### src/rtl/wb_pkg.sv
// rtl/wb_pkg.sv - shared types and constants for the writeback arbiter
package wb_pkg;

    localparam logic [3:0] REG_PC   = 4'd15;
    localparam int         NUM_REGS = 16;

    typedef struct packed {
        logic [3:0]  dest;
        logic [31:0] data;
    } wb_entry_t;

endpackage

### src/rtl/writeback_arbiter_if.sv
// rtl/writeback_arbiter_if.sv - result/PC handshake bundle between producers and the writeback arbiter
interface writeback_arbiter_if #(
    parameter int FIFO_DEPTH = 4
);
    localparam int CW = $clog2(FIFO_DEPTH) + 1;

    logic          ld_valid;
    logic [3:0]    ld_dest;
    logic [31:0]   ld_data;
    logic          ld_ready;
    logic          alu_valid;
    logic [3:0]    alu_dest;
    logic [31:0]   alu_data;
    logic          alu_ready;
    logic          pc_inc_valid;
    logic [31:0]   pc_inc_value;
    logic          write;
    logic [3:0]    dest_add;
    logic [31:0]   data_write;
    logic          write_pc;
    logic [31:0]   pc_next;
    logic          branch_taken;
    logic [15:0]   pending_mask;
    logic [CW-1:0] fifo_count;

    modport master (
        output ld_valid, ld_dest, ld_data, alu_valid, alu_dest, alu_data,
               pc_inc_valid, pc_inc_value,
        input  ld_ready, alu_ready, write, dest_add, data_write, write_pc,
               pc_next, branch_taken, pending_mask, fifo_count
    );

    modport slave (
        input  ld_valid, ld_dest, ld_data, alu_valid, alu_dest, alu_data,
               pc_inc_valid, pc_inc_value,
        output ld_ready, alu_ready, write, dest_add, data_write, write_pc,
               pc_next, branch_taken, pending_mask, fifo_count
    );

endinterface

### src/rtl/wb_fifo.sv
// rtl/wb_fifo.sv - circular result FIFO with dual push, single pop, flush and dest scan
module wb_fifo
    import wb_pkg::*;
#(
    parameter int DEPTH = 4,
    localparam int AW = $clog2(DEPTH),
    localparam int CW = AW + 1
) (
    input  logic                clock,
    input  logic                reset_n,
    input  logic                flush,
    input  logic [1:0]          push_cnt,
    input  wb_entry_t           push_entry0,
    input  wb_entry_t           push_entry1,
    input  logic                pop,
    output wb_entry_t           head,
    output logic [CW-1:0]       count,
    output logic [NUM_REGS-1:0] pending_mask
);

    wb_entry_t        mem [DEPTH];
    logic [DEPTH-1:0] valid;
    logic [AW-1:0]    wr_ptr;
    logic [AW-1:0]    rd_ptr;
    logic [AW-1:0]    wr_next;

    assign wr_next = wr_ptr + AW'(1);
    assign head    = mem[rd_ptr];

    always_ff @(posedge clock) begin
        if (push_cnt != 2'd0) begin
            mem[wr_ptr] <= push_entry0;
        end
        if (push_cnt == 2'd2) begin
            mem[wr_next] <= push_entry1;
        end
    end

    // Flush only coincides with a PC pop, when the accept logic blocks pushes.
    always_ff @(posedge clock) begin
        if (!reset_n || flush) begin
            valid  <= '0;
            wr_ptr <= '0;
            rd_ptr <= '0;
            count  <= '0;
        end else begin
            if (pop) begin
                valid[rd_ptr] <= 1'b0;
                rd_ptr        <= rd_ptr + AW'(1);
            end
            if (push_cnt != 2'd0) begin
                valid[wr_ptr] <= 1'b1;
            end
            if (push_cnt == 2'd2) begin
                valid[wr_next] <= 1'b1;
            end
            wr_ptr <= wr_ptr + AW'(push_cnt);
            count  <= count + CW'(push_cnt) - CW'(pop);
        end
    end

    always_comb begin
        pending_mask = '0;
        for (int i = 0; i < DEPTH; i++) begin
            if (valid[i]) begin
                pending_mask[mem[i].dest] = 1'b1;
            end
        end
    end

endmodule

### src/rtl/writeback_arbiter.sv
// rtl/writeback_arbiter.sv - accepts ALU/load results, drains one per cycle to the register file, steers R15 to the PC
module writeback_arbiter
    import wb_pkg::*;
#(
    parameter int FIFO_DEPTH = 4
) (
    input logic                clock,
    input logic                reset_n,
    writeback_arbiter_if.slave wb
);

    localparam int CW = $clog2(FIFO_DEPTH) + 1;

    wb_entry_t           head;
    wb_entry_t           ld_entry;
    wb_entry_t           alu_entry;
    wb_entry_t           entry0;
    logic [CW-1:0]       count;
    logic [CW-1:0]       free;
    logic [NUM_REGS-1:0] pending_mask;
    logic                pop;
    logic                head_pc;
    logic                ld_ready;
    logic                alu_ready;
    logic                ld_take;
    logic                alu_take;
    logic [1:0]          push_cnt;

    assign ld_entry  = '{dest: wb.ld_dest, data: wb.ld_data};
    assign alu_entry = '{dest: wb.alu_dest, data: wb.alu_data};

    assign pop     = (count != '0);
    assign head_pc = pop && (head.dest == REG_PC);
    assign free    = CW'(FIFO_DEPTH) - count;

    // Readys use the pre-pop free count; an R15 head stalls accepts while it flushes.
    assign ld_ready  = reset_n && !head_pc && (free != '0);
    assign alu_ready = reset_n && !head_pc &&
                       ((free >= CW'(2)) || ((free != '0) && !wb.ld_valid));

    assign ld_take  = wb.ld_valid && ld_ready;
    assign alu_take = wb.alu_valid && alu_ready;
    assign push_cnt = {1'b0, ld_take} + {1'b0, alu_take};
    assign entry0   = ld_take ? ld_entry : alu_entry;

    wb_fifo #(
        .DEPTH(FIFO_DEPTH)
    ) u_fifo (
        .clock        (clock),
        .reset_n      (reset_n),
        .flush        (head_pc),
        .push_cnt     (push_cnt),
        .push_entry0  (entry0),
        .push_entry1  (alu_entry),
        .pop          (pop),
        .head         (head),
        .count        (count),
        .pending_mask (pending_mask)
    );

    always_ff @(posedge clock) begin
        if (!reset_n) begin
            wb.write        <= 1'b0;
            wb.dest_add     <= '0;
            wb.data_write   <= '0;
            wb.write_pc     <= 1'b0;
            wb.pc_next      <= '0;
            wb.branch_taken <= 1'b0;
        end else if (head_pc) begin
            wb.write        <= 1'b0;
            wb.write_pc     <= 1'b1;
            wb.pc_next      <= head.data;
            wb.branch_taken <= 1'b1;
        end else begin
            wb.write        <= pop;
            wb.write_pc     <= wb.pc_inc_valid;
            wb.pc_next      <= wb.pc_inc_value;
            wb.branch_taken <= 1'b0;
            if (pop) begin
                wb.dest_add   <= head.dest;
                wb.data_write <= head.data;
            end
        end
    end

    assign wb.ld_ready     = ld_ready;
    assign wb.alu_ready    = alu_ready;
    assign wb.pending_mask = pending_mask;
    assign wb.fifo_count   = count;

endmodule
### src/flat_wrapper.sv
// flat-port wrapper written by rule: the top's interface ports become plain ports
module writeback_arbiter_flat import wb_pkg::*;
#(
    parameter int FIFO_DEPTH = 4
)
  (clock, reset_n, wb_ld_valid, wb_ld_dest, wb_ld_data, wb_alu_valid, wb_alu_dest, wb_alu_data, wb_pc_inc_valid, wb_pc_inc_value, wb_ld_ready, wb_alu_ready, wb_write, wb_dest_add, wb_data_write, wb_write_pc, wb_pc_next, wb_branch_taken, wb_pending_mask, wb_fifo_count);
  writeback_arbiter_if #(.FIFO_DEPTH(FIFO_DEPTH)) wb_i ();
  input logic clock;
  input logic reset_n;
  input wire logic [$bits(wb_i.ld_valid)-1:0] wb_ld_valid;
  input wire logic [$bits(wb_i.ld_dest)-1:0] wb_ld_dest;
  input wire logic [$bits(wb_i.ld_data)-1:0] wb_ld_data;
  input wire logic [$bits(wb_i.alu_valid)-1:0] wb_alu_valid;
  input wire logic [$bits(wb_i.alu_dest)-1:0] wb_alu_dest;
  input wire logic [$bits(wb_i.alu_data)-1:0] wb_alu_data;
  input wire logic [$bits(wb_i.pc_inc_valid)-1:0] wb_pc_inc_valid;
  input wire logic [$bits(wb_i.pc_inc_value)-1:0] wb_pc_inc_value;
  output wire logic [$bits(wb_i.ld_ready)-1:0] wb_ld_ready;
  output wire logic [$bits(wb_i.alu_ready)-1:0] wb_alu_ready;
  output wire logic [$bits(wb_i.write)-1:0] wb_write;
  output wire logic [$bits(wb_i.dest_add)-1:0] wb_dest_add;
  output wire logic [$bits(wb_i.data_write)-1:0] wb_data_write;
  output wire logic [$bits(wb_i.write_pc)-1:0] wb_write_pc;
  output wire logic [$bits(wb_i.pc_next)-1:0] wb_pc_next;
  output wire logic [$bits(wb_i.branch_taken)-1:0] wb_branch_taken;
  output wire logic [$bits(wb_i.pending_mask)-1:0] wb_pending_mask;
  output wire logic [$bits(wb_i.fifo_count)-1:0] wb_fifo_count;
  assign wb_i.ld_valid = wb_ld_valid;
  assign wb_i.ld_dest = wb_ld_dest;
  assign wb_i.ld_data = wb_ld_data;
  assign wb_i.alu_valid = wb_alu_valid;
  assign wb_i.alu_dest = wb_alu_dest;
  assign wb_i.alu_data = wb_alu_data;
  assign wb_i.pc_inc_valid = wb_pc_inc_valid;
  assign wb_i.pc_inc_value = wb_pc_inc_value;
  assign wb_ld_ready = wb_i.ld_ready;
  assign wb_alu_ready = wb_i.alu_ready;
  assign wb_write = wb_i.write;
  assign wb_dest_add = wb_i.dest_add;
  assign wb_data_write = wb_i.data_write;
  assign wb_write_pc = wb_i.write_pc;
  assign wb_pc_next = wb_i.pc_next;
  assign wb_branch_taken = wb_i.branch_taken;
  assign wb_pending_mask = wb_i.pending_mask;
  assign wb_fifo_count = wb_i.fifo_count;
  writeback_arbiter #(.FIFO_DEPTH(FIFO_DEPTH)) u_core (.clock(clock), .reset_n(reset_n), .wb(wb_i));
endmodule
### config.mk
export PLATFORM = sky130hd
export DESIGN_NAME = writeback_arbiter_flat
export DESIGN_NICKNAME = d
export VERILOG_FILES = /design/src/rtl/wb_pkg.sv /design/src/rtl/writeback_arbiter_if.sv /design/src/rtl/wb_fifo.sv /design/src/rtl/writeback_arbiter.sv /design/src/flat_wrapper.sv
export SDC_FILE = /design/constraint.sdc
export NUM_CORES = 1
export LEC_CHECK = 0
export ABC_AREA = 1
export CORE_MARGIN = 2
export CORE_UTILIZATION = 25
export CTS_BUF_LIST = sky130_fd_sc_hd__clkbuf_4
export DETAILED_ROUTE_END_ITERATION = 12
export SYNTH_ARGS = -nofsm -noshare
export SYNTH_HDL_FRONTEND = slang
export SYNTH_SLANG_ARGS = --single-unit
### constraint.sdc
create_clock -name clock -period 5 [get_ports clock]
set_input_delay 0.5 -clock clock [delete_from_list [all_inputs] [get_ports clock]]
set_output_delay 0.5 -clock clock [all_outputs]
set_load 0.05 [all_outputs]
=== After elaboration in Yosys (flattened, before gate mapping) ===
Memories as Yosys holds them, arrays and structs flattened. A register that Yosys moved wholly into a read port is not among the register bits.
Cells that the tools add are included.

* Word-level logic and storage cells: 101
* Bits in writable memories: 144
* Memories: 1
* Output and inout bits: 92
* Flip-flop bits (word level): 82

* Equal/unequal tests: 2
* Add/sub/neg operators: 7
* Bitwise gates (word level): 9
* Muxes and demuxes: 33
* Reductions and logical operators: 24
* Magnitude comparators: 15

{| class="wikitable"
|+ Memories
! memory !! words !! bits a word !! rd ports !! clocked after memory_dff !! write ports !! line !! RTL
|-
| u_core.u_fifo.mem || 4 || 36 || 5 || 1 || 2 || wb_fifo.sv:21 || <nowiki>wb_entry_t mem [DEPTH];</nowiki>
|}

{| class="wikitable"
|+ Operators by type and width
! kind !! number
|-
| $mux 16 || 4
|-
| $or 16x16->16 || 3
|-
| $mux 36 || 1
|-
| $mux 32 || 1
|-
| $lt 4x5->1 const B || 4
|-
| $mux 4 || 5
|-
| $demux 1 s4 || 4
|-
| $ge 4x1->1 const B || 4
|-
| $logic_and 1x1->1 || 14
|-
| $mux 1 || 13
|-
| $lt 2x3->1 const B || 3
|-
| $or 4x4->4 || 2
|-
| $demux 1 s2 || 3
|-
| $ge 2x1->1 const B || 3
|-
| $reduce_bool 3->1 || 2
|-
| $add 2x1->2 const B || 2
|-
| $and 4x4->4 || 1
|-
| $eq 4x4->1 const B || 1
|-
| $mux 2 || 2
|-
| $not 4->4 || 1
|-
| $add 3x2->3 || 1
|-
| $ge 3x2->1 const B || 1
|-
| $logic_not 1->1 || 3
|-
| $sub 3x1->3 || 1
|-
| 9 further kinds || 11
|}

=== Logic depth before layout (Yosys ltp) ===
Gate-level depths: netlist (run 1).

* Depth in word-level cells: 13
* Mapped depth: 19
* Mapped depth without buffers: 18

=== By module ===
From an unflattened synthesis (run 1), not the netlist that was laid out.

* Cells, all modules: 1424
* Area total of the unflattened synthesis: 11848.9 µm²

{| class="wikitable"
|+ By module, submodules not included
! module !! cells each !! times used !! area an instance (µm²)
|-
| wb_fifo || 993 || 1 || 8816.0
|-
| writeback_arbiter || 431 || 1 || 3032.9
|}

=== Least setup slack after synthesis (run 1) ===
Ideal clock, no wire load.

* Path kind: register to register
* From: register u_core.u_fifo.count[0]
* To: memory u_core.u_fifo.mem[0][0] (netlist name) (enable)
* Clock period less this slack: 6.017 ns
* Stages on the path, launching flop included: 10
* Library setup time: 0.482 ns
* Path buffers: 0
* Arrival: 5.535 ns
* Path slack: -1.017 ns
* Path through: dfxtp_1 > inv_1 > ha_1 > ha_1 > nand2_1 > nand2_1 > a31oi_1 > nand2_1 > ha_1 > o21ai_0

{| class="wikitable"
|+ RTL lines
! item !! line !! RTL
|-
| start, declared || wb_fifo.sv:17 || <nowiki>output logic [CW-1:0] count,</nowiki>
|-
| start signal, assigned || wb_fifo.sv:58 || <nowiki>count <= count + CW'(push_cnt) - CW'(pop);</nowiki>
|-
| end, declared || wb_fifo.sv:21 ||
|}

==> results of run 1 <==
## final timing paths
check | to | from | slack, ps | depth (start not counted)
worst max-delay path | u_core.u_fifo.mem[3][13] | register | 700 | 15
worst min register to register | u_core.wb.data_write[6] | u_core.wb.data_write[6] | 460 | 2
worst max register to register | u_core.u_fifo.mem[3][13] | register | 700 | 15
worst min-delay path | u_core.wb.pc_next[9] | wb_pc_inc_value[9] | 330 | 3
## through the flow
stage	instance area [um^2]	util, %	power [uW]
2_1_floorplan	12010	-	5193
3_3_place_gp	14570	30.64	6405
3_5_place_dp	14570	30.64	6468
4_1_cts	15290	32.17	8037
5_1_grt	15300	32.18	8510
6_report	15300	32.18	7974
## worst max-delay path, cell delays in order (launching register included)
cell and delay, ps:
dfxtp_1 470, inv_4 210, nand3_1 180, nand2_1 100
nor2_4 160, nand3_4 130, nand2_1 440, a31oi_1 120
nand2_1 150, inv_1 80, ha_1 170, inv_1 260
nor2_4 80, inv_2 630, o21ai_4 410, buf_4 380
## synth_stat cells, types with 4 or more instances
cell type    n
nand2_1    483
nand3_1    226
edfxtp_1   144
inv_1      122
nor2_1     104
dfxtp_1     84
o21ai_0     68
a21oi_1     50
clkbuf_1    41
o22ai_1     33
nand2_4     29
buf_1       21
ha_1        15
buf_2       10
nor3_1       9
o221ai_1     9
a31oi_1      7
inv_2        5
buf_6        4
nand2_2      4
or2_2        4
## cell type report
class,instances,area (um^2),area share [%]
timing repair buffer,216,2117,13.84
clock buffer,74,555.5,3.631
sequential,228,6007,39.26
multi-input combinational,1064,5186,33.90
tap,615,769.5,5.029
antenna,2,5.005,0.03271
inverter,129,489.2,3.198
clock inverter,35,170.2,1.112
## routing by layer
metal	vias up	track usage, %	wire length, um
li1	5426	-	-
met1	5170	20.93	18130
met2	469	26.33	19070
met3	98	3.767	2986
met4	2	7.577	1450
met5	-	0	19
## report_power, final
group / internal [uW] / switching, uW / leakage, uW / total (uW)
combinational: 1080 / 2630 / 0.00408 / 3700
clock: 757 / 793 / 0.000431 / 1550
sequential: 2530 / 190 / 0.00201 / 2720
## flip-flops by register name (all words and copies together), names as in the netlist, named ones only
| signal | cells |
|---|---|
| u_core.u_fifo.wr_ptr | 2 |
| u_core.u_fifo.count | 3 |
| u_core.wb.write_pc | 1 |
| u_core.wb.branch_taken | 1 |
| u_core.u_fifo.valid | 4 |
| u_core.wb.pc_next | 32 |
| u_core.u_fifo.rd_ptr | 2 |
| u_core.wb.write | 1 |
| u_core.wb.dest_add | 4 |
| u_core.u_fifo.mem | 144 |
| u_core.wb.data_write | 32 |
## cells by family (layout without fill, tap and decap cells)
kind of cell / count (synthesis) / count (layout)
buffers and inverters: 208 / 454
other: 0 / 2
XOR/XNOR: 2 / 2
AO/OA/AOI/OAI: 178 / 178
AND/OR/NAND/NOR: 868 / 868
adder cells (fa/ha/maj): 16 / 16
flip-flops: 228 / 228
==> results.md, run 1 <==
- Syn_area_per_cell: 7.998 um^2
- Largest family of logic cells by synthesized area: simple AND/OR/NAND/NOR gates
- Vias per inst: 4.725
- GRT overflow: 0
- Cells after Synth: 1500
- Number of flops mapped to enable cells by yosys: 144
- Final Non-Filler Cells: 2363
- Critical Path RT: 5410 ps
- CTS buffer count: 60
- Post-Syn Area: 12000 um^2
- Final net count: 1824
- Area share of the largest cell type after synthesis: 36.05%
- Crit end category: register
- CTS H-tree lvls: 2
- Die W: 223.1 um
- Biggest area consumer among synthesized cells: edfxtp_1
- Hold slack: 328.1 ps
- Pwr dens: 521.2 nW/um^2
- Slew HR: 28.16%
- Area delta synth->final: 27.53%
- Seq/Total Area, Yosys: 50.06%
- Final setup TNS: 0 ps
- Remaining routing DRC violations: 0
- DP Worst Slack: 747.1 ps
- Synth Area in XOR/XNOR: 0.1460%
- Final Skew: 56.31 ps
- Hold_buf cts: 0
- Fill cells: 4994
- Dpl cells: 2252
- Largest net degree at the start of global routing: 65
- CTS root buf: clkbuf_4
- Initial Util: 25.23%
- Synth area leaders: edfxtp_1 36%, nand2_1 15%, dfxtp_1 14%, nand3_1 9.4%, inv_1 3.8%
- Max-slew violation count: 0
- Most frequent cells in the layout: 483 x nand2_1, 226 x nand3_1, 199 x clkdlybuf4s50_1, 144 x edfxtp_1, 121 x inv_1
- Post-CTS sizing: 0
- CTS tree: done
- Antenna violations before repair: 3
- Detailed Place HPWL: 28550 um
- Worst Max-Slew Pin Slew: 1076 ps
- Via count: 11.17k
- Num rows: 80
- Commonest non-fill, non-tap cell in the layout: nand2_1
- Worst VDD drop: 0.2619 mV
- First-pass GRT wire length: 63910 um
- Simple-Gate Fraction of Synth Area: 32.29%
- Compound-gate portion of the synthesized area: 8.458%
- Type of the worst setup path: register to register
- Achievable frequency: 0.2326 GHz
- Adder-cell share of the synthesized area: 1.731%
- Initial DRC count: 892
- Final setup margin: 701.1 ps
- Hold Path Class: input pin to register
- Final wirelength: 41660 um
- Clock Sinks: 228
- Register bit total from synthesis: 228
- Final hold violation count: 0
- Core Area: 47550 um^2
- Final setup fails: 0
- Critical path fanouts, max: 37
- Multiplexer share of the synthesized area: 0%
- Synth Flop Type: edfxtp_1
- Die height: 223.1 um
- Maximum root-to-sink buffer count: 3
- MaxCap Viol Count: 0
- Syn_nets: 1625
- CP Data Arrival Time: 4700 ps
- Worst skew pair latency: 740 ps
- Fin crit share: 85.98%
- Layout cells sized above 1: 9.278%
- Register clock-pin slew on the reported worst setup and hold paths: 70 ps
- Gr usage total: 16.39%
- Worst setup SP type: register
- Pre-antenna DRT Iters: 5
- Unrepaired setup endpoints after global routing: false
- Status: completed
- Routability congestion estimate: 0.9190
- Post-CTS Setup Inserts: 0
- Syn. warnings: 0
- Avg WL per Cell: 17.63 um
- Post-synthesis async set-or-reset flop share: 0%
- Io pins: 201
- Pleak: 0.006523 uW
- Die area: 49750 um^2
- Number of global-route vias before repair: 11.04k
- Synth unique cells: 37
- Min cycle time layout: 4299 ps
- Antenna-violating nets left: 0
- I/O Buffers: 200
No activity file was read; power rests on OpenSTA's default activity.
==> run 2, diff against run 1 <==
--- a/config.mk
+++ b/config.mk
@@ -6,9 +6,9 @@
 export NUM_CORES = 1
 export LEC_CHECK = 0
 export ABC_AREA = 1
+export ABC_CLOCK_PERIOD_IN_PS = 5000
 export CORE_MARGIN = 2
 export CORE_UTILIZATION = 25
-export CTS_BUF_LIST = sky130_fd_sc_hd__clkbuf_4
 export DETAILED_ROUTE_END_ITERATION = 12
 export SYNTH_ARGS = -nofsm -noshare
 export SYNTH_HDL_FRONTEND = slang
==> results.md, run 2 (synthesis gave the netlist of run 1 again) <==
- Max reg flops: 144 (unchanged)
- Status: completed
- RR Endpoint: u_core.u_fifo.mem[3][13]
- Slew HR: 26.69% (-1.5 points)
- First-pass GRT wire length: 63020 um (-1.4%)
- CP Data Arrival Time: 4540 ps (-160 ps)
- Hold_buf cts: 0 (unchanged)
- CTS H-tree lvls: 1 (-1)
- Sw Ratio: 42.91% (-2.4 points)
- CTS root buf: clkbuf_16
- Pleak: 0.006511 uW (-0.20%)
- Final hold violation count: 0 (unchanged)
- Num rows: 80 (unchanged)
- Final Skew: 21.79 ps (-34.53 ps)
- Routability congestion estimate: 0.9190 (unchanged)
- Via count: 10.97k (-1.8%)
- Post-CTS sizing: 0 (unchanged)
- Pwr dens: 543.0 nW/um^2 (+4.2%)
- Register clock-pin slew on the reported worst setup and hold paths: 60 ps (about the same)
- Worst skew pair latency: 540 ps (-200 ps)
- Vias per inst: 4.770 (+0.95%)
- Post-CTS Setup Inserts: 0 (unchanged)
- Hold Crit Start: u_core.wb.data_write[2]
- Worst Hold End: u_core.wb.data_write[2]
- MaxCap Viol Count: 0 (unchanged)
- Unrepaired setup endpoints after global routing: false
- R2R depth: 15 (unchanged)
- Initial DRC count: 902 (+1.1%)
- Avg WL per Cell: 17.98 um (+2.0%)
- Antenna violations before repair: 2 (-1)
- Cell area after layout: 15440 um^2 (+0.92%)
- Most frequent cells in the layout: 483 x nand2_1, 226 x nand3_1, 199 x clkdlybuf4s50_1, 144 x edfxtp_1, 121 x inv_1
- Reg2reg setup slack: 710 ps (about the same)
- Die W: 223.1 um (unchanged)
- GRT overflow: 0 (unchanged)
- Die area: 49750 um^2 (unchanged)
- Internal: 4786 uW (+9.7%)
- Pre-antenna DRT Iters: 6 (+1)
- Hold path depth: 2 (-1)
- Core Area: 47550 um^2 (unchanged)
- Worst Max-Slew Pin Slew: 1098 ps (+22.03 ps)
- Final setup fails: 0 (unchanged)
- Maximum root-to-sink buffer count: 3 (unchanged)
- Remaining routing DRC violations: 0 (unchanged)
- Fin crit share: 85.89% (about the same)
- Final net count: 1789 (-1.9%)
- Final wirelength: 41330 um (-0.78%)
- Commonest non-fill, non-tap cell in the layout: nand2_1
- Io pins: 201 (unchanged)
- Min cycle time layout: 4295 ps (-4.165 ps)
- Gr usage total: 16.11% (-0.28 points)
- Type of the worst setup path: register to register
- Max-slew violation count: 0 (unchanged)
- Hold Path Class: register to register
- Crit end category: register
- Number of global-route vias before repair: 10.60k (-4.0%)
- Seq pwr share: 32.5% (-1.6 points)
- Final setup TNS: 0 ps (unchanged)
- Clock Power Share: 23.3% (+3.9 points)
- Critical Path RT: 5250 ps (-160 ps)
- Final Util: 32.47% (+0.29 points)
- Area delta synth->final: 28.70%
- Worst setup SP type: register
- Largest net degree at the start of global routing: 65 (unchanged)
- Critical path fanouts, max: 37 (unchanged)
- Regs by FF count: u_core.u_fifo.mem: 144 flops, u_core.wb.data_write: 32 flops, u_core.wb.pc_next: 32 flops
- Logic pwr share: 44.2% (-2.2 points)
- Layout cells sized above 1: 7.011% (-2.3 points)
- Initial Util: 25.23% (unchanged)
- I/O Buffers: 200 (unchanged)
- Die height: 223.1 um (unchanged)
- Biggest register: u_core.u_fifo.mem
- Switch Pwr: 3598 uW (-0.33%)
- Detailed Place HPWL: 28550 um (unchanged)
- Clock Sinks: 228 (unchanged)
- CTS buffer count: 25 (-58%)
- Achievable frequency: 0.2328 GHz (about the same)
- CTS tree: done
- Antenna-violating nets left: 0 (unchanged)
- Worst VDD drop: 0.2623 mV (+0.16%)
- DP Area: 14570 um^2 (unchanged)
-- run 2: worst max-delay path: stages (launching register included) --
cell     delay, ps
dfxtp_1        470
inv_4          220
nand3_1        190
nand2_1        100
nor2_4         170
nand3_4        130
nand2_1        460
a31oi_1        120
nand2_1        150
inv_1           80
ha_1           170
inv_1          260
nor2_4          80
inv_2          620
o21ai_4        410
buf_4          370
-- run 2: power groups by stage --
stage | logic [uW] | clock network [uW] | registers (uW)
global placement | 3660 | 0 | 2750
global route | 4050 | 2060 | 2760
finish | 3710 | 1950 | 2720
detailed placement | 3710 | 0 | 2760
CTS | 3720 | 1990 | 2720
floorplan | 1970 | 0 | 3220
-- run 2: worst max-delay path by stage --
stage | to | depth (start not counted)
CTS | u_core.u_fifo.mem[2][18] | 15
global route | u_core.u_fifo.valid[0] | 17
finish | u_core.u_fifo.mem[3][13] | 15
detailed placement | u_core.u_fifo.mem[2][35] | 15
global placement | u_core.u_fifo.mem[2][35] | 15
floorplan | u_core.u_fifo.mem[0][0] | 13
-- run 2: through the flow --
step | instances | hold WS [ps] | power, uW | setup slack, ps
CTS | 2298 | 464.0 | 8430 | 696.6
global placement | 2252 | 447.9 | 6405 | 857.8
floorplan | 1500 | 490.9 | 5193 | 591.5
finish | 2299 | 460.7 | 8384 | 705.3
detailed placement | 2252 | 453.7 | 6468 | 747.1
global route | 2299 | 486.9 | 8870 | 463.6
-- run 2: area by class of cell --
class	instances	area, um^2
clock inverters	19	235.2
fillers	4913	32110
multi-input cells	1064	5186
flip-flops and latches	228	6007
repair buffers	216	2117
diodes	1	2.502
well taps	615	769.5
clock buffers	27	633.1
inverters	129	489.2
-- run 2: routing by layer --
metal	vias to the layer above	track usage, %	share of wire [%]
li1	5318	-	-
met2	492	26.18	45
met1	5066	21.29	43
met4	2	6.213	3.5
met5	-	0	0.031
met3	88	2.897	7.6
==> run 3, diff against run 2 <==
--- a/config.mk
+++ b/config.mk
@@ -5,7 +5,6 @@
 export SDC_FILE = /design/constraint.sdc
 export NUM_CORES = 1
 export LEC_CHECK = 0
-export ABC_AREA = 1
 export ABC_CLOCK_PERIOD_IN_PS = 5000
 export CORE_MARGIN = 2
 export CORE_UTILIZATION = 25
==> results.md, run 3 <==
- Min cycle time layout: 4470 ps (+175.0 ps)
- R2R depth: 10 (-5)
- Core Area: 42040 um^2 (-12%)
- Via count: 7827 (-29%)
- Final Skew: 22.12 ps (+0.3361 ps)
- Hold Crit Start: reset_n
- Remaining routing DRC violations: 0 (unchanged)
- Achievable frequency: 0.2237 GHz (-3.9%)
- Clock Sinks: 228 (unchanged)
- Worst skew pair latency: 550 ps (about the same)
- Most frequent cells in the layout: 199 x clkdlybuf4s50_1, 144 x o2bb2ai_1, 144 x edfxtp_1, 82 x dfxtp_1, 80 x nand2_1
- Maximum root-to-sink buffer count: 3 (unchanged)
- Antenna violations before repair: 4 (+2)
- Synth cell count leaders: 144 x edfxtp_1, 144 x o2bb2ai_1, 84 x dfxtp_1, 80 x nand2_1, 42 x nand3_1
- Io pins: 201 (unchanged)
- Gr usage total: 15.37% (-0.74 points)
- Critical Path RT: 4500 ps (-750 ps)
- Register bit total from synthesis: 228 (unchanged)
- Pwr dens: 624.3 nW/um^2 (+15%)
- Final setup margin: 530.3 ps (-175.0 ps)
- Seq/Total Area, Yosys: 56.26% (+6.2 points)
- Die height: 210.6 um (-5.6%)
- Cells after Synth: 813 (-46%)
- CTS H-tree lvls: 1 (unchanged)
- Fin crit share: 89.39% (+3.5 points)
- DP Worst Slack: 1036 ps (+289.0 ps)
- First-pass GRT wire length: 51390 um (-18%)
- GRT overflow: 0 (unchanged)
- Syn_area_per_cell: 13.13 um^2 (+64%)
- Synth unique cells: 57 (+54%)
- Regs by FF count: u_core.u_fifo.mem: 144 flops, u_core.wb.data_write: 32 flops, u_core.wb.pc_next: 32 flops
- Worst Hold End: u_core.wb.data_write[21]
- Area share of the largest cell type after synthesis: 40.51% (+4.5 points)
- Largest net degree at the start of global routing: 91 (+40%)
- CTS root buf: clkbuf_16
- Final Non-Filler Cells: 1565 (-32%)
- Final net count: 1128 (-37%)
- Hold Path Class: input pin to register
- Vias per inst: 5.001 (+4.9%)
- Type of the worst setup path: register to output port
- Syn. warnings: 0 (unchanged)
- Worst setup SP type: register
- Die W: 210.6 um (-5.6%)
- MaxCap Viol Count: 0 (unchanged)
- I/O Buffers: 200 (unchanged)
- Unrepaired setup endpoints after global routing: false
- Dpl cells: 1512 (-33%)
- Critical path fanouts, max: 27 (-27%)
- Post-CTS Setup Inserts: 0 (unchanged)
- Final setup fails: 0 (unchanged)
- Synth Flop Type: edfxtp_1
- Fill cells: 4177 (-15%)
- Register clock-pin slew on the reported worst setup and hold paths: 60 ps (about the same)
- Final wirelength: 34800 um (-16%)
- Post-CTS sizing: 0 (unchanged)
- Max reg flops: 144 (unchanged)
- RR Endpoint: u_core.u_fifo.mem[0][12]
- Hold_buf cts: 0 (unchanged)
- Status: completed
- Syn_nets: 938 (-42%)
- Number of global-route vias before repair: 8069 (-24%)
- Synth area leaders: edfxtp_1 41%, dfxtp_1 16%, o2bb2ai_1 12%, mux4_2 7.6%, nand2_1 2.8%
- Die area: 44370 um^2 (-11%)
- Antenna-violating nets left: 0 (unchanged)
- Final hold violation count: 0 (unchanged)
- Slew HR: 37.47% (+11 points)
- Routability congestion estimate: 0.7723 (-16%)
- CP Data Arrival Time: 3970 ps (-570 ps)
- Num rows: 75 (-6.3%)
- Pleak: 0.004676 uW (-28%)
- Worst VDD drop: 0.4552 mV (+74%)
- Area delta synth->final: 31.73%
- Post-Syn Area: 10680 um^2 (-11%)
- Post-synthesis async set-or-reset flop share: 0% (unchanged)
- Reg2reg setup slack: 1150 ps (+440 ps)
- Initial Util: 25.39% (+0.16 points)
- Biggest area consumer among synthesized cells: edfxtp_1
- Number of flops mapped to enable cells by yosys: 144 (unchanged)
- CTS buffer count: 28 (+12%)
- Commonest non-fill, non-tap cell in the layout: clkdlybuf4s50_1
- Pre-antenna DRT Iters: 5 (-1)
- Crit end category: output port
- Hold path depth: 3 (+1)
- Detailed Place HPWL: 24330 um (-15%)
- Worst Max-Slew Pin Slew: 937.9 ps (-160.5 ps)
- Biggest register: u_core.u_fifo.mem
- CTS tree: done
- Avg WL per Cell: 22.23 um (+24%)
- Max-slew violation count: 0 (unchanged)
- Initial DRC count: 584 (-35%)
- Layout cells sized above 1: 12.68% (+5.7 points)
- Final setup TNS: 0 ps (unchanged)
==> run 3: worst max-delay path by stage <==
stage	endpoint	cells after the start
floorplan	u_core.u_fifo.mem[0][0]	9
global placement	wb_alu_ready	6
detailed placement	wb_alu_ready	6
CTS	wb_alu_ready	6
global route	wb_alu_ready	6
finish	wb_alu_ready	6
==> run 3: metrics by stage <==
stage	total power [uW]	hold WS (ps)	utilization, %	area, um^2
final	8779	452.6	33.45	14060
after floorplan	5569	541.9	-	10680
after CTS	8883	438.1	33.44	14060
after global routing	9235	451.8	33.44	14060
after global placement	6863	445.4	31.31	13160
after detailed placement	6918	451.3	31.31	13160
==> run 3: power breakdown <==
| part | switching (uW) | leakage [uW] | total (uW) | internal (uW) |
|---|---|---|---|---|
| Clock | 802 | 0.000448 | 1960 | 1160 |
| Combinational | 2510 | 0.00221 | 3830 | 1330 |
| Sequential | 320 | 0.00202 | 2990 | 2670 |
==> run 3: layout make-up <==
| type | count | area, um^2 | area share [%] |
|---|---|---|---|
| Inverter | 17 | 63.81 | 0.4538 |
| Sequential cell | 228 | 6011 | 42.74 |
| Clock buffer | 43 | 834.6 | 5.935 |
| Antenna cell | 1 | 2.502 | 0.01780 |
| Tap cell | 539 | 674.4 | 4.796 |
| Clock inverter | 9 | 63.81 | 0.4538 |
| Timing Repair Buffer | 224 | 2180 | 15.50 |
| Multi-Input combinational cell | 504 | 4233 | 30.10 |
==> run 3: metal layers <==
layer	track usage (%)	part of all wire [%]	up-vias
li1	-	-	3633
met1	18.98	42	3882
met2	26.96	50	256
met3	3.271	6.3	50
met4	4.492	2.3	6
met5	0	0.11	-
==> run 3: critical path, cell delays in order, from the launching register on <==
cell,delay [ps]
dfxtp_4,580
mux4_2,640
and4_4,240
a21oi_4,460
buf_4,480
and2_1,210
clkdlybuf4s50_1,800
==> run 3: cell families (layout without fill, tap and decap cells) <==
logic type / Yosys count / in the layout / share of synthesized area, %
buffers and inverters: 81 / 293 / 4.430
AOI/OAI and AO/OA: 272 / 272 / 21.61
adders and majority gates: 16 / 16 / 1.946
DFF: 228 / 228 / 56.26
and+or+nand+nor: 174 / 174 / 7.654
muxes: 37 / 37 / 7.689
xor gates and xnor gates: 5 / 5 / 0.4103
other: 0 / 1 / 0
